`src/rtl/sne_evt_stream_pkg.sv`:
```
// Shared types for SNE event streams: operation codes, time types and the
// gap classes used by the timestamp regulator.
package sne_evt_stream_pkg;

    localparam int unsigned TIME_W = 24;

    typedef logic [TIME_W-1:0] time_t;

    typedef enum logic [3:0] {
        EVT_SPIKE  = 4'd0,
        EVT_TIME   = 4'd1,
        EVT_SYNC   = 4'd2,
        EVT_UPDATE = 4'd3
    } evt_op_e;

    typedef struct packed {
        evt_op_e operation;
        time_t   value;
    } timestamp_t;

    // Distance class of an incoming timestamp relative to the current time.
    typedef enum logic [2:0] {
        DUP  = 3'd0,
        NEXT = 3'd1,
        FILL = 3'd2,
        JUMP = 3'd3,
        BACK = 3'd4
    } gap_class_e;

    typedef enum logic {
        ST_PASS = 1'b0,
        ST_FILL = 1'b1
    } reg_state_e;

endpackage

```
`src/rtl/SNE_EVENT_STREAM.sv`:
```
// Valid/ready event stream carrying an operation code and a value field.
interface SNE_EVENT_STREAM
    import sne_evt_stream_pkg::*;
#(
    parameter int unsigned TS_W = 24
);
    logic            valid;
    logic            ready;
    evt_op_e         operation;
    logic [TS_W-1:0] value;

    modport src (output valid, output operation, output value, input ready);
    modport dst (input valid, input operation, input value, output ready);
endinterface

```
`src/rtl/evt_time_gap_classifier.sv`:
```
// Classifies the modulo distance between an incoming timestamp and the
// current time into DUP / NEXT / FILL / JUMP / BACK.
module evt_time_gap_classifier
    import sne_evt_stream_pkg::*;
#(
    parameter int unsigned TS_W    = 24,
    parameter int unsigned MAX_GAP = 1024
) (
    input  logic [TS_W-1:0] value,
    input  logic [TS_W-1:0] curr,
    input  logic            time_valid,
    output gap_class_e      gap_class
);
    localparam logic [TS_W-1:0] ZERO_V    = {TS_W{1'b0}};
    localparam logic [TS_W-1:0] ONE_V     = {{(TS_W-1){1'b0}}, 1'b1};
    localparam logic [TS_W-1:0] MAX_GAP_V = TS_W'(MAX_GAP);

    logic [TS_W-1:0] gap_s;

    assign gap_s = value - curr;

    // Map the wrapped gap onto its class; before any time has been seen
    // everything counts as the next tick so the first stamp always goes out.
    always_comb begin
        gap_class = NEXT;
        if (!time_valid) begin
            gap_class = NEXT;
        end else if (gap_s == ZERO_V) begin
            gap_class = DUP;
        end else if (gap_s == ONE_V) begin
            gap_class = NEXT;
        end else if (gap_s <= MAX_GAP_V) begin
            gap_class = FILL;
        end else if (!gap_s[TS_W-1]) begin
            gap_class = JUMP;
        end else begin
            gap_class = BACK;
        end
    end
endmodule

```
`src/rtl/evt_time_regulator.sv`:
```
// Timestamp regulator: forwards events, fills short gaps between time
// events with synthetic ticks, drops repeats and flags jumps/backsteps.
module evt_time_regulator
    import sne_evt_stream_pkg::*;
#(
    parameter int unsigned TS_W    = 24,
    parameter int unsigned MAX_GAP = 1024,
    parameter int unsigned CNT_W   = 16
) (
    input  logic             clk_i,
    input  logic             rst_i,
    input  logic             enable_i,
    input  logic             fill_en_i,
    input  logic             drop_dup_i,
    input  logic             clear_i,
    SNE_EVENT_STREAM.dst     evt_time_stream_dst,
    SNE_EVENT_STREAM.src     evt_time_stream_src,
    output logic [TS_W-1:0]  curr_time_o,
    output logic             time_valid_o,
    output logic [CNT_W-1:0] ins_cnt_o,
    output logic [CNT_W-1:0] dup_cnt_o,
    output logic             jump_o,
    output logic             backstep_o,
    output logic             busy_o
);
    localparam logic [TS_W-1:0]  TS_ONE  = {{(TS_W-1){1'b0}}, 1'b1};
    localparam logic [CNT_W-1:0] CNT_ONE = {{(CNT_W-1){1'b0}}, 1'b1};
    localparam logic [CNT_W-1:0] CNT_MAX = {CNT_W{1'b1}};

    reg_state_e       state_r, state_s;
    logic [TS_W-1:0]  curr_r, target_r;
    logic             time_valid_r;
    logic [CNT_W-1:0] ins_cnt_r, dup_cnt_r;
    logic             jump_r, backstep_r;

    gap_class_e       gap_class_s;
    logic             is_time_s;
    logic             pass_hs_s;
    logic [TS_W-1:0]  tick_s;

    logic             src_valid_s;
    evt_op_e          src_op_s;
    logic [TS_W-1:0]  src_value_s;
    logic             dst_ready_s;
    logic             fwd_time_s;
    logic             drop_s;
    logic             enter_fill_s;
    logic             tick_hs_s;
    logic             jump_s;
    logic             back_s;

    evt_time_gap_classifier #(
        .TS_W    (TS_W),
        .MAX_GAP (MAX_GAP)
    ) u_classifier (
        .value      (evt_time_stream_dst.value),
        .curr       (curr_r),
        .time_valid (time_valid_r),
        .gap_class  (gap_class_s)
    );

    assign is_time_s = evt_time_stream_dst.valid && (evt_time_stream_dst.operation == EVT_TIME);
    assign pass_hs_s = evt_time_stream_dst.valid && evt_time_stream_src.ready;
    assign tick_s    = curr_r + TS_ONE;

    // Next-state and stream muxing: PASS is a combinational feed-through,
    // FILL replaces the stream with synthetic ticks while stalling the input.
    always_comb begin
        state_s      = state_r;
        src_valid_s  = evt_time_stream_dst.valid;
        src_op_s     = evt_time_stream_dst.operation;
        src_value_s  = evt_time_stream_dst.value;
        dst_ready_s  = evt_time_stream_src.ready;
        fwd_time_s   = 1'b0;
        drop_s       = 1'b0;
        enter_fill_s = 1'b0;
        tick_hs_s    = 1'b0;
        jump_s       = 1'b0;
        back_s       = 1'b0;
        case (state_r)
            ST_PASS: begin
                if (is_time_s && enable_i) begin
                    case (gap_class_s)
                        DUP: begin
                            if (drop_dup_i) begin
                                dst_ready_s = 1'b1;
                                src_valid_s = 1'b0;
                                drop_s      = 1'b1;
                            end else begin
                                fwd_time_s  = pass_hs_s;
                            end
                        end
                        FILL: begin
                            if (fill_en_i) begin
                                // Bubble cycle: hold the input, latch the target.
                                dst_ready_s  = 1'b0;
                                src_valid_s  = 1'b0;
                                enter_fill_s = 1'b1;
                                state_s      = ST_FILL;
                            end else begin
                                fwd_time_s   = pass_hs_s;
                                jump_s       = pass_hs_s;
                            end
                        end
                        JUMP: begin
                            fwd_time_s = pass_hs_s;
                            jump_s     = pass_hs_s;
                        end
                        BACK: begin
                            fwd_time_s = pass_hs_s;
                            back_s     = pass_hs_s;
                        end
                        default: begin
                            fwd_time_s = pass_hs_s;
                        end
                    endcase
                end else if (is_time_s) begin
                    fwd_time_s = pass_hs_s;
                end else begin
                    fwd_time_s = 1'b0;
                end
            end
            ST_FILL: begin
                src_valid_s = 1'b1;
                src_op_s    = EVT_TIME;
                src_value_s = tick_s;
                dst_ready_s = 1'b0;
                tick_hs_s   = evt_time_stream_src.ready;
                // Leave once the tick just emitted is the one before the target,
                // or after the in-flight tick when regulation is switched off.
                if (evt_time_stream_src.ready && (!enable_i || ((tick_s + TS_ONE) == target_r))) begin
                    state_s = ST_PASS;
                end else begin
                    state_s = ST_FILL;
                end
            end
            default: begin
                state_s = ST_PASS;
            end
        endcase
        if (clear_i) begin
            state_s = ST_PASS;
        end else begin
            state_s = state_s;
        end
    end

    assign evt_time_stream_src.valid     = src_valid_s;
    assign evt_time_stream_src.operation = src_op_s;
    assign evt_time_stream_src.value     = src_value_s;
    assign evt_time_stream_dst.ready     = dst_ready_s;

    // State, time tracking, saturating statistics and event pulses.
    always_ff @(posedge clk_i or posedge rst_i) begin
        if (rst_i) begin
            state_r      <= ST_PASS;
            curr_r       <= {TS_W{1'b0}};
            target_r     <= {TS_W{1'b0}};
            time_valid_r <= 1'b0;
            ins_cnt_r    <= {CNT_W{1'b0}};
            dup_cnt_r    <= {CNT_W{1'b0}};
            jump_r       <= 1'b0;
            backstep_r   <= 1'b0;
        end else begin
            state_r <= state_s;

            if (fwd_time_s) begin
                curr_r <= evt_time_stream_dst.value;
            end else if (tick_hs_s) begin
                curr_r <= tick_s;
            end else begin
                curr_r <= curr_r;
            end

            if (enter_fill_s) begin
                target_r <= evt_time_stream_dst.value;
            end else begin
                target_r <= target_r;
            end

            if (clear_i) begin
                time_valid_r <= 1'b0;
            end else if (fwd_time_s) begin
                time_valid_r <= 1'b1;
            end else begin
                time_valid_r <= time_valid_r;
            end

            if (clear_i) begin
                ins_cnt_r <= {CNT_W{1'b0}};
            end else if (tick_hs_s && (ins_cnt_r != CNT_MAX)) begin
                ins_cnt_r <= ins_cnt_r + CNT_ONE;
            end else begin
                ins_cnt_r <= ins_cnt_r;
            end

            if (clear_i) begin
                dup_cnt_r <= {CNT_W{1'b0}};
            end else if (drop_s && (dup_cnt_r != CNT_MAX)) begin
                dup_cnt_r <= dup_cnt_r + CNT_ONE;
            end else begin
                dup_cnt_r <= dup_cnt_r;
            end

            jump_r     <= jump_s;
            backstep_r <= back_s;
        end
    end

    assign curr_time_o  = curr_r;
    assign time_valid_o = time_valid_r;
    assign ins_cnt_o    = ins_cnt_r;
    assign dup_cnt_o    = dup_cnt_r;
    assign jump_o       = jump_r;
    assign backstep_o   = backstep_r;
    assign busy_o       = (state_r == ST_FILL);
endmodule
```
`src/flat_wrapper.sv`:
```
// flat-port wrapper written by rule: the top's interface ports become plain ports
module evt_time_regulator_flat import sne_evt_stream_pkg::*;
#(
    parameter int unsigned TS_W    = 24,
    parameter int unsigned MAX_GAP = 1024,
    parameter int unsigned CNT_W   = 16
)
  (clk_i, rst_i, enable_i, fill_en_i, drop_dup_i, clear_i, curr_time_o, time_valid_o, ins_cnt_o, dup_cnt_o, jump_o, backstep_o, busy_o, evt_time_stream_dst_valid, evt_time_stream_dst_operation, evt_time_stream_dst_value, evt_time_stream_dst_ready, evt_time_stream_src_valid, evt_time_stream_src_operation, evt_time_stream_src_value, evt_time_stream_src_ready);
  SNE_EVENT_STREAM #(.TS_W(TS_W)) evt_time_stream_dst_i ();
  SNE_EVENT_STREAM #(.TS_W(TS_W)) evt_time_stream_src_i ();
  input  logic clk_i;
  input  logic rst_i;
  input  logic enable_i;
  input  logic fill_en_i;
  input  logic drop_dup_i;
  input  logic clear_i;
  output logic [TS_W-1:0] curr_time_o;
  output logic time_valid_o;
  output logic [CNT_W-1:0] ins_cnt_o;
  output logic [CNT_W-1:0] dup_cnt_o;
  output logic jump_o;
  output logic backstep_o;
  output logic busy_o;
  input wire logic [$bits(evt_time_stream_dst_i.valid)-1:0] evt_time_stream_dst_valid;
  input wire logic [$bits(evt_time_stream_dst_i.operation)-1:0] evt_time_stream_dst_operation;
  input wire logic [$bits(evt_time_stream_dst_i.value)-1:0] evt_time_stream_dst_value;
  output wire logic [$bits(evt_time_stream_dst_i.ready)-1:0] evt_time_stream_dst_ready;
  output wire logic [$bits(evt_time_stream_src_i.valid)-1:0] evt_time_stream_src_valid;
  output wire logic [$bits(evt_time_stream_src_i.operation)-1:0] evt_time_stream_src_operation;
  output wire logic [$bits(evt_time_stream_src_i.value)-1:0] evt_time_stream_src_value;
  input wire logic [$bits(evt_time_stream_src_i.ready)-1:0] evt_time_stream_src_ready;
  assign evt_time_stream_dst_i.valid = evt_time_stream_dst_valid;
  assign evt_time_stream_dst_i.operation = evt_time_stream_dst_operation;
  assign evt_time_stream_dst_i.value = evt_time_stream_dst_value;
  assign evt_time_stream_dst_ready = evt_time_stream_dst_i.ready;
  assign evt_time_stream_src_valid = evt_time_stream_src_i.valid;
  assign evt_time_stream_src_operation = evt_time_stream_src_i.operation;
  assign evt_time_stream_src_value = evt_time_stream_src_i.value;
  assign evt_time_stream_src_i.ready = evt_time_stream_src_ready;
  evt_time_regulator #(.TS_W(TS_W), .MAX_GAP(MAX_GAP), .CNT_W(CNT_W)) u_core (.clk_i(clk_i), .rst_i(rst_i), .enable_i(enable_i), .fill_en_i(fill_en_i), .drop_dup_i(drop_dup_i), .clear_i(clear_i), .evt_time_stream_dst(evt_time_stream_dst_i), .evt_time_stream_src(evt_time_stream_src_i), .curr_time_o(curr_time_o), .time_valid_o(time_valid_o), .ins_cnt_o(ins_cnt_o), .dup_cnt_o(dup_cnt_o), .jump_o(jump_o), .backstep_o(backstep_o), .busy_o(busy_o));
endmodule
```
`config.mk`:
```
export PLATFORM = sky130hd
export DESIGN_NAME = evt_time_regulator_flat
export DESIGN_NICKNAME = d
export VERILOG_FILES = /design/src/rtl/sne_evt_stream_pkg.sv /design/src/rtl/SNE_EVENT_STREAM.sv /design/src/rtl/evt_time_gap_classifier.sv /design/src/rtl/evt_time_regulator.sv /design/src/flat_wrapper.sv
export SDC_FILE = /design/constraint.sdc
export NUM_CORES = 1
export LEC_CHECK = 0
export CAP_MARGIN = 0
export CORE_MARGIN = 2
export CORE_UTILIZATION = 46
export DETAILED_ROUTE_END_ITERATION = 12
export PLACE_DENSITY = 0.74
export SLEW_MARGIN = 20
export SYNTH_ARGS = -nofsm -noshare
export SYNTH_HDL_FRONTEND = slang
export SYNTH_HIERARCHICAL = 1
export SYNTH_SLANG_ARGS = --single-unit
```
`constraint.sdc`:
```
create_clock -name clk_i -period 4.7 [get_ports clk_i]
set_input_delay 0.94 -clock clk_i [delete_from_list [all_inputs] [get_ports clk_i]]
set_output_delay 0.94 -clock clk_i [all_outputs]
set_load 0.1 [all_outputs]
```
# After elaboration in Yosys (flattened, before gate mapping)
# Cells that the tools add are included.
# totals
output_inout_bits	90
in_bits	36
regBits	84
# op_classes
eq_ne	8
addsub	5
order_cmp	1
bitwise	1
reduce_logical	14
mux	49
# ops
cell	n
two-way mux 24 bit	3
two-way mux 16 bit	4
adder 24 x 1 -> 24 bit, second input constant	2
adder 16 x 1 -> 16 bit, second input constant	2
inequality test 16 bit, second input constant	2
two-way mux 1 bit	29
== test 24 x 1 -> 1 bit, second input constant	1
== test 24 bit	1
<= comparator 24 x 11 -> 1 bit, second input constant	1
logical NOT 24 bit	1
subtractor 24 bit	1
two-way mux 3 bit	5
case mux 1 bit (2 select lines)	7
nonzero test 2 bit	4
== test 3 x 2 -> 1 bit, second input constant	2
logical AND 1 bit	6
== test 4 x 1 -> 1 bit, second input constant	1
two-way mux 4 bit	1
== test 3 bit, second input constant	1
logical NOT 3 bit	1
logical NOT 1 bit	1
logical OR 1 bit	1
NOT 1 bit	1

# Depth between registers and ports, before layout
# logic_depth
depth_word	13
depth_mapped	20

# By module
# Netlist, hierarchy kept.
# modules_own_cells
module	cells_each	seq_area_each_um2	area_per_inst_um2	n_inst
evt_time_regulator	600	2102.0	5418.9	1
evt_time_gap_classifier	232	0.0	1604.0	1

# Worst setup path after synthesis
# No wires, ideal clock.
# synth_timing
path_type	register -> output
from	register u_core.curr_r[5], in the netlist u_core/curr_time_o[5]
to	output port evt_time_stream_src_valid
setup_slack_ns	-1.068
path_stages_with_launch	15
required_ns	3.760
t_arrival_ns	4.828
path_cell_list	dfrtp_1 -> inv_1 -> ha_1 -> buf_2 -> or2_1 -> a2111oi_0 -> a311oi_1 -> or4b_1 -> o211a_1 -> a41oi_1 -> nor2_1 -> nand4_1 -> or2_2 -> a21oi_1 -> nor2_1
# synth_between
elab_chain_cells	10
word_cells_on_any_way	14
# synth_rtl
item	line_no	text
start: declaration	evt_time_regulator.sv:31	logic [TS_W-1:0] curr_r, target_r;
start signal: assignment	evt_time_regulator.sv:157	curr_r <= {TS_W{1'b0}};
start signal: assignment	evt_time_regulator.sv:168	curr_r <= evt_time_stream_dst.value;
start signal: assignment	evt_time_regulator.sv:170	curr_r <= tick_s;
subtractor 24 bit (*)	evt_time_gap_classifier.sv:20	assign gap_s = value - curr;
<= comparator 24 x 11 -> 1 bit / two-way mux 3 bit (equally long branches)	evt_time_gap_classifier.sv:32, evt_time_gap_classifier.sv:34	
two-way mux 3 bit	evt_time_gap_classifier.sv:32	end else if (gap_s <= MAX_GAP_V) begin
two-way mux 3 bit	evt_time_gap_classifier.sv:30	end else if (gap_s == ONE_V) begin
two-way mux 3 bit (*)	evt_time_gap_classifier.sv:28	end else if (gap_s == ZERO_V) begin
two-way mux 3 bit (*)	evt_time_gap_classifier.sv:26	if (!time_valid) begin
via u_core.gap_class_s[0]	evt_time_regulator.sv:36	gap_class_e gap_class_s;
== test 3 x 2 -> 1 bit / logical NOT 3 bit (equally long branches)	evt_time_regulator.sv:83	case (gap_class_s)
case mux 1 bit (2 select lines) (*)	evt_time_regulator.sv:83	
two-way mux 1 bit (*)	evt_time_regulator.sv:82	if (is_time_s && enable_i) begin
case mux 1 bit (2 select lines) (*)	evt_time_regulator.sv:80	case (state_r)
end: declaration	flat_wrapper.sv:28	output wire logic [$bits(evt_time_stream_src_i.valid)-1:0] evt_time_stream_src_valid;
# The timed path passes the listed nets; every way through them passes the cells marked *.

# Worst setup path after layout
# layout_timing
from	input port evt_time_stream_dst_value[11]
to	output port evt_time_stream_dst_ready
# layout_between
elab_chain_cells	10
word_cells_on_any_way	14
# layout_rtl
item	line_no	text
start: declaration	flat_wrapper.sv:26	input wire logic [$bits(evt_time_stream_dst_i.value)-1:0] evt_time_stream_dst_value;
subtractor 24 bit (*)	evt_time_gap_classifier.sv:20	
<= comparator 24 x 11 -> 1 bit / two-way mux 3 bit (equally long branches)	evt_time_gap_classifier.sv:32, evt_time_gap_classifier.sv:34	
two-way mux 3 bit	evt_time_gap_classifier.sv:32	
two-way mux 3 bit	evt_time_gap_classifier.sv:30	
two-way mux 3 bit (*)	evt_time_gap_classifier.sv:28	
two-way mux 3 bit (*)	evt_time_gap_classifier.sv:26	
via u_core.gap_class_s[0]	evt_time_regulator.sv:36	
== test 3 x 2 -> 1 bit / logical NOT 3 bit (equally long branches)	evt_time_regulator.sv:83	
case mux 1 bit (2 select lines) (*)	evt_time_regulator.sv:83	
two-way mux 1 bit (*)	evt_time_regulator.sv:82	
case mux 1 bit (2 select lines) (*)	evt_time_regulator.sv:80	
end: declaration	flat_wrapper.sv:27	output wire logic [$bits(evt_time_stream_dst_i.ready)-1:0] evt_time_stream_dst_ready;
# Marks and branches as above.

==> metrics <==
area grow syn2layout=46.4%; CTS Buf Count=9; first-pass GRT wire length=37800 um; Post-Layout Cell Count=around 1300; Die Wd=approximately 130 um; Yosys cell types=between 80 and 90; area share of fa/ha/maj cells after synthesis=under 10%; drt initial violations=~630; xor/xnor share of the synthesized area=approximately 11%; Final ANT Viol Nets=0; TritonRoute pass-1 iters=5; Longest Clk Path Bufs=2; clk_skew=0.00757 ns; largest family of logic cells by synthesized area=simple AND/OR/NAND/NOR gates; Synth Area in Simple Gates=between 20% and 30%; die area=approximately 16000 sq um; violated checks=setup timing; status=complete, but fails checks; setup ws final=-0.520 ns; Most used DFF post-synth=dfrtp_1; gp weighted congestion=about 0.94; RSZ-0062 raised after global routing=yes; Seq/Total Area, Yosys=between 20% and 30%; Buf/Inv on CP=4; Clk pin slew, worst setup/hold paths=approximately 0.06 ns; crit path time final=5.22 ns; n_diodes=0; maximum vdd drop=~200 uV; FF-to-FF setup slack=~0.10 ns; PwrDens=about 330 nW/um^2; Slew Limit Fails=0; final hold violations=0; CP Max Fanout=7; die height=~130 um; Slowest-stage cell, CP=or2_4; mux cell area share after synthesis=5.06%; CTS tree=done; Post-synth ARST share=100%; DRC viols=0; largest net degree at the start of global routing=39; most common cell in the netlist=dfrtp_1; clock sinks=84; static leakage=0.00428 uW; initial antenna violation count=0; CP Launch Type=input port; Final Cycle Share=111%; nets=about 1100; Post-synth EDFFs=0; CP required=about 3.8 ns; root buffer cell=clkbuf_16; # IOs=about 130; Core ar.=roughly 15000 sq um; mean post-synth cell area=between 8 and 9 sq um; gr ovfl total=0; dominant cell type by area after synthesis=dfrtp_1; final WL=around 24000 um; worst skew pair latency=~0.35 ns; Setup TNS Final=-1.77 ns; routed len/inst=between 15 and 20 um; mapped cell area=roughly 7000 sq um; crit end category=output pin; post-synth top area share=roughly 30%; htree depth=3; post-layout util=between 60% and 70%; Vias=between 7000 and 8000; flops & latches, synth=84; via count of the first global-routing pass=7282; share of cells above drive strength 1=between 30% and 40%; Synth Area in Compound Gates=between 10% and 20%; commonest cells in the netlist=84 x dfrtp_1, 82 x nor2_1, 67 x nand2_1; port bufs=about 130; Yosys Warn Count=6; worst hold path class=reg -> reg; critical path's most frequent cell=buf_4; DP Worst Slack=-0.988 ns; Max-slew headroom=a little under a third; arrival time at the worst endpoint=about 4.3 ns; crit-path cells=clkdlybuf4s15_2 > ha_4 > and3_4 > buf_4 > a211oi_4 > a21oi_2 > buf_4 > nor3_2 > xnor2_1 > nor4_2 > o2111a_1 > a41oi_2 > nor2_2 > nand4_1 > or2_4 > a21o_4 > buf_12; overall power=3350 uW; CP Class=in -> out; CP max stage delay=around 0.3 ns; post-detail-place hpwl=about 17000 um; MaxCap Viol Count=0; Final setup violation count=8; Synth area leaders=dfrtp_1 30%, xnor2_1 6.6%, ha_1 5.0%; FMAX=0.192 GHz; Mapped Nets=~900; All-Layer GR Usage=between 20 and 30%; CP delay by family, top=simple AND/OR/NAND/NOR gates; Fillers=between 1000 and 1500; worst slew pin tran=~1 ns; vias per std cell=roughly 6.0; row count=45; Mapped Cells=around 830; placed cells=around 1200; initial core utilization=about 47%
path summary, 6_finish.rpt:
path	start	endpoint	cells past startpoint
setup / recovery	evt_time_stream_dst_value[11]	evt_time_stream_dst_ready	17
hold / removal	u_core/target_r[3]	u_core/target_r[3]	1
setup reg to reg	u_core/curr_time_o[6]	u_core/dup_cnt_o[10]	22
hold reg to reg	u_core/target_r[3]	u_core/target_r[3]	1
max in group asynchronous	rst_i	u_core/curr_time_o[17]	3
min in group asynchronous	rst_i	u_core/dup_cnt_o[9]	2
layout make-up:
cell class / count / area, sq um / area share [%]
Clock inverter: 3 / 20.0 / 0.195
Inverter: 36 / 139 / 1.35
Sequential cell: 84 / 2120 / 20.7
Tap cell: 188 / 235 / 2.29
Clock buffer: 13 / 270 / 2.63
Timing Repair Buffer: 264 / 2260 / 22.0
Multi-Input combinational cell: 675 / 5230 / 50.9
cells by family (layout without fill, tap and decap cells):
family | Yosys count | after routing
mux | 32 | 32
fa+ha+maj | 29 | 29
simple gates | 322 | 322
compound gates | 203 | 203
xor+xnor | 89 | 89
buf+inv | 73 | 316
flops | 84 | 84
stage by stage:
step | hold WS, ns | cell area, sq um
floorplan | 0.498 | 7240
global placement | 0.511 | 9440
detailed placement | 0.516 | 9440
CTS | 0.531 | 10100
global route | 0.543 | 10300
finish | 0.532 | 10300
metal layers:
metal  global-route usage (%)  routed length, um  vias to the layer above
met3                     7.96               1980                       56
met2                     44.8              10900                      354
met1                     39.3              10500                     3683
li1                         -                  -                     3514
met5                        0                  0                        -
met4                     10.3                731                        0
cells in the final DEF, fill, tap and decap left out, types with 28 or more instances in the layout:
cell type	netlist	layout
buf_4	2	160
nor2_1	82	77
clkdlybuf4s50_1	0	74
dfrtp_1	84	66
nand2_1	67	63
xnor2_1	53	53
o21ai_0	47	46
a21oi_1	51	40
inv_1	36	34
xor2_1	36	34
mux2_2	28	28
flip-flops by register name, summed over array words and instances (netlist names):
signal / count
u_core/backstep_o: 1
u_core/time_valid_o: 1
u_core/dup_cnt_o: 16
u_core/curr_time_o: 24
u_core/ins_cnt_o: 16
u_core/jump_o: 1
u_core/busy_o: 1
u_core/target_r: 24
where the power goes:
group          switching, uW  internal (uW)
combinational           1140            696
clock                    297            401
sequential              47.5            767
worst reg2reg max path, cell delays in order, from the launching register on:
cell,delay (ns)
dfrtp_2,0.41
inv_1,0.11
ha_4,0.23
buf_4,0.14
nand4_1,0.10
o22ai_2,0.09
nor2_2,0.20
o32ai_2,0.11
or4_1,0.45
a2111oi_2,0.40
o2111a_1,0.29
a41oi_2,0.15
nor2_2,0.17
nand4_1,0.12
buf_4,0.19
nor3_4,0.15
buf_6,0.14
buf_4,0.13
o31a_1,0.17
nand2_2,0.06
or2_4,0.26
or3_1,0.32
a21oi_1,0.12
repair_timing:
action / in CTS / in global routing
setup endpoints to repair: 63 / 16
hold endpoints to repair: 0 / 0
cloned: 0 / 0
setup buffers: 13 / 6
pin swaps: 45 / 30
gates resized for setup: 90 / 39
hold buffers: 0 / 0
Note: power is estimated with default switching activity, not from simulation.
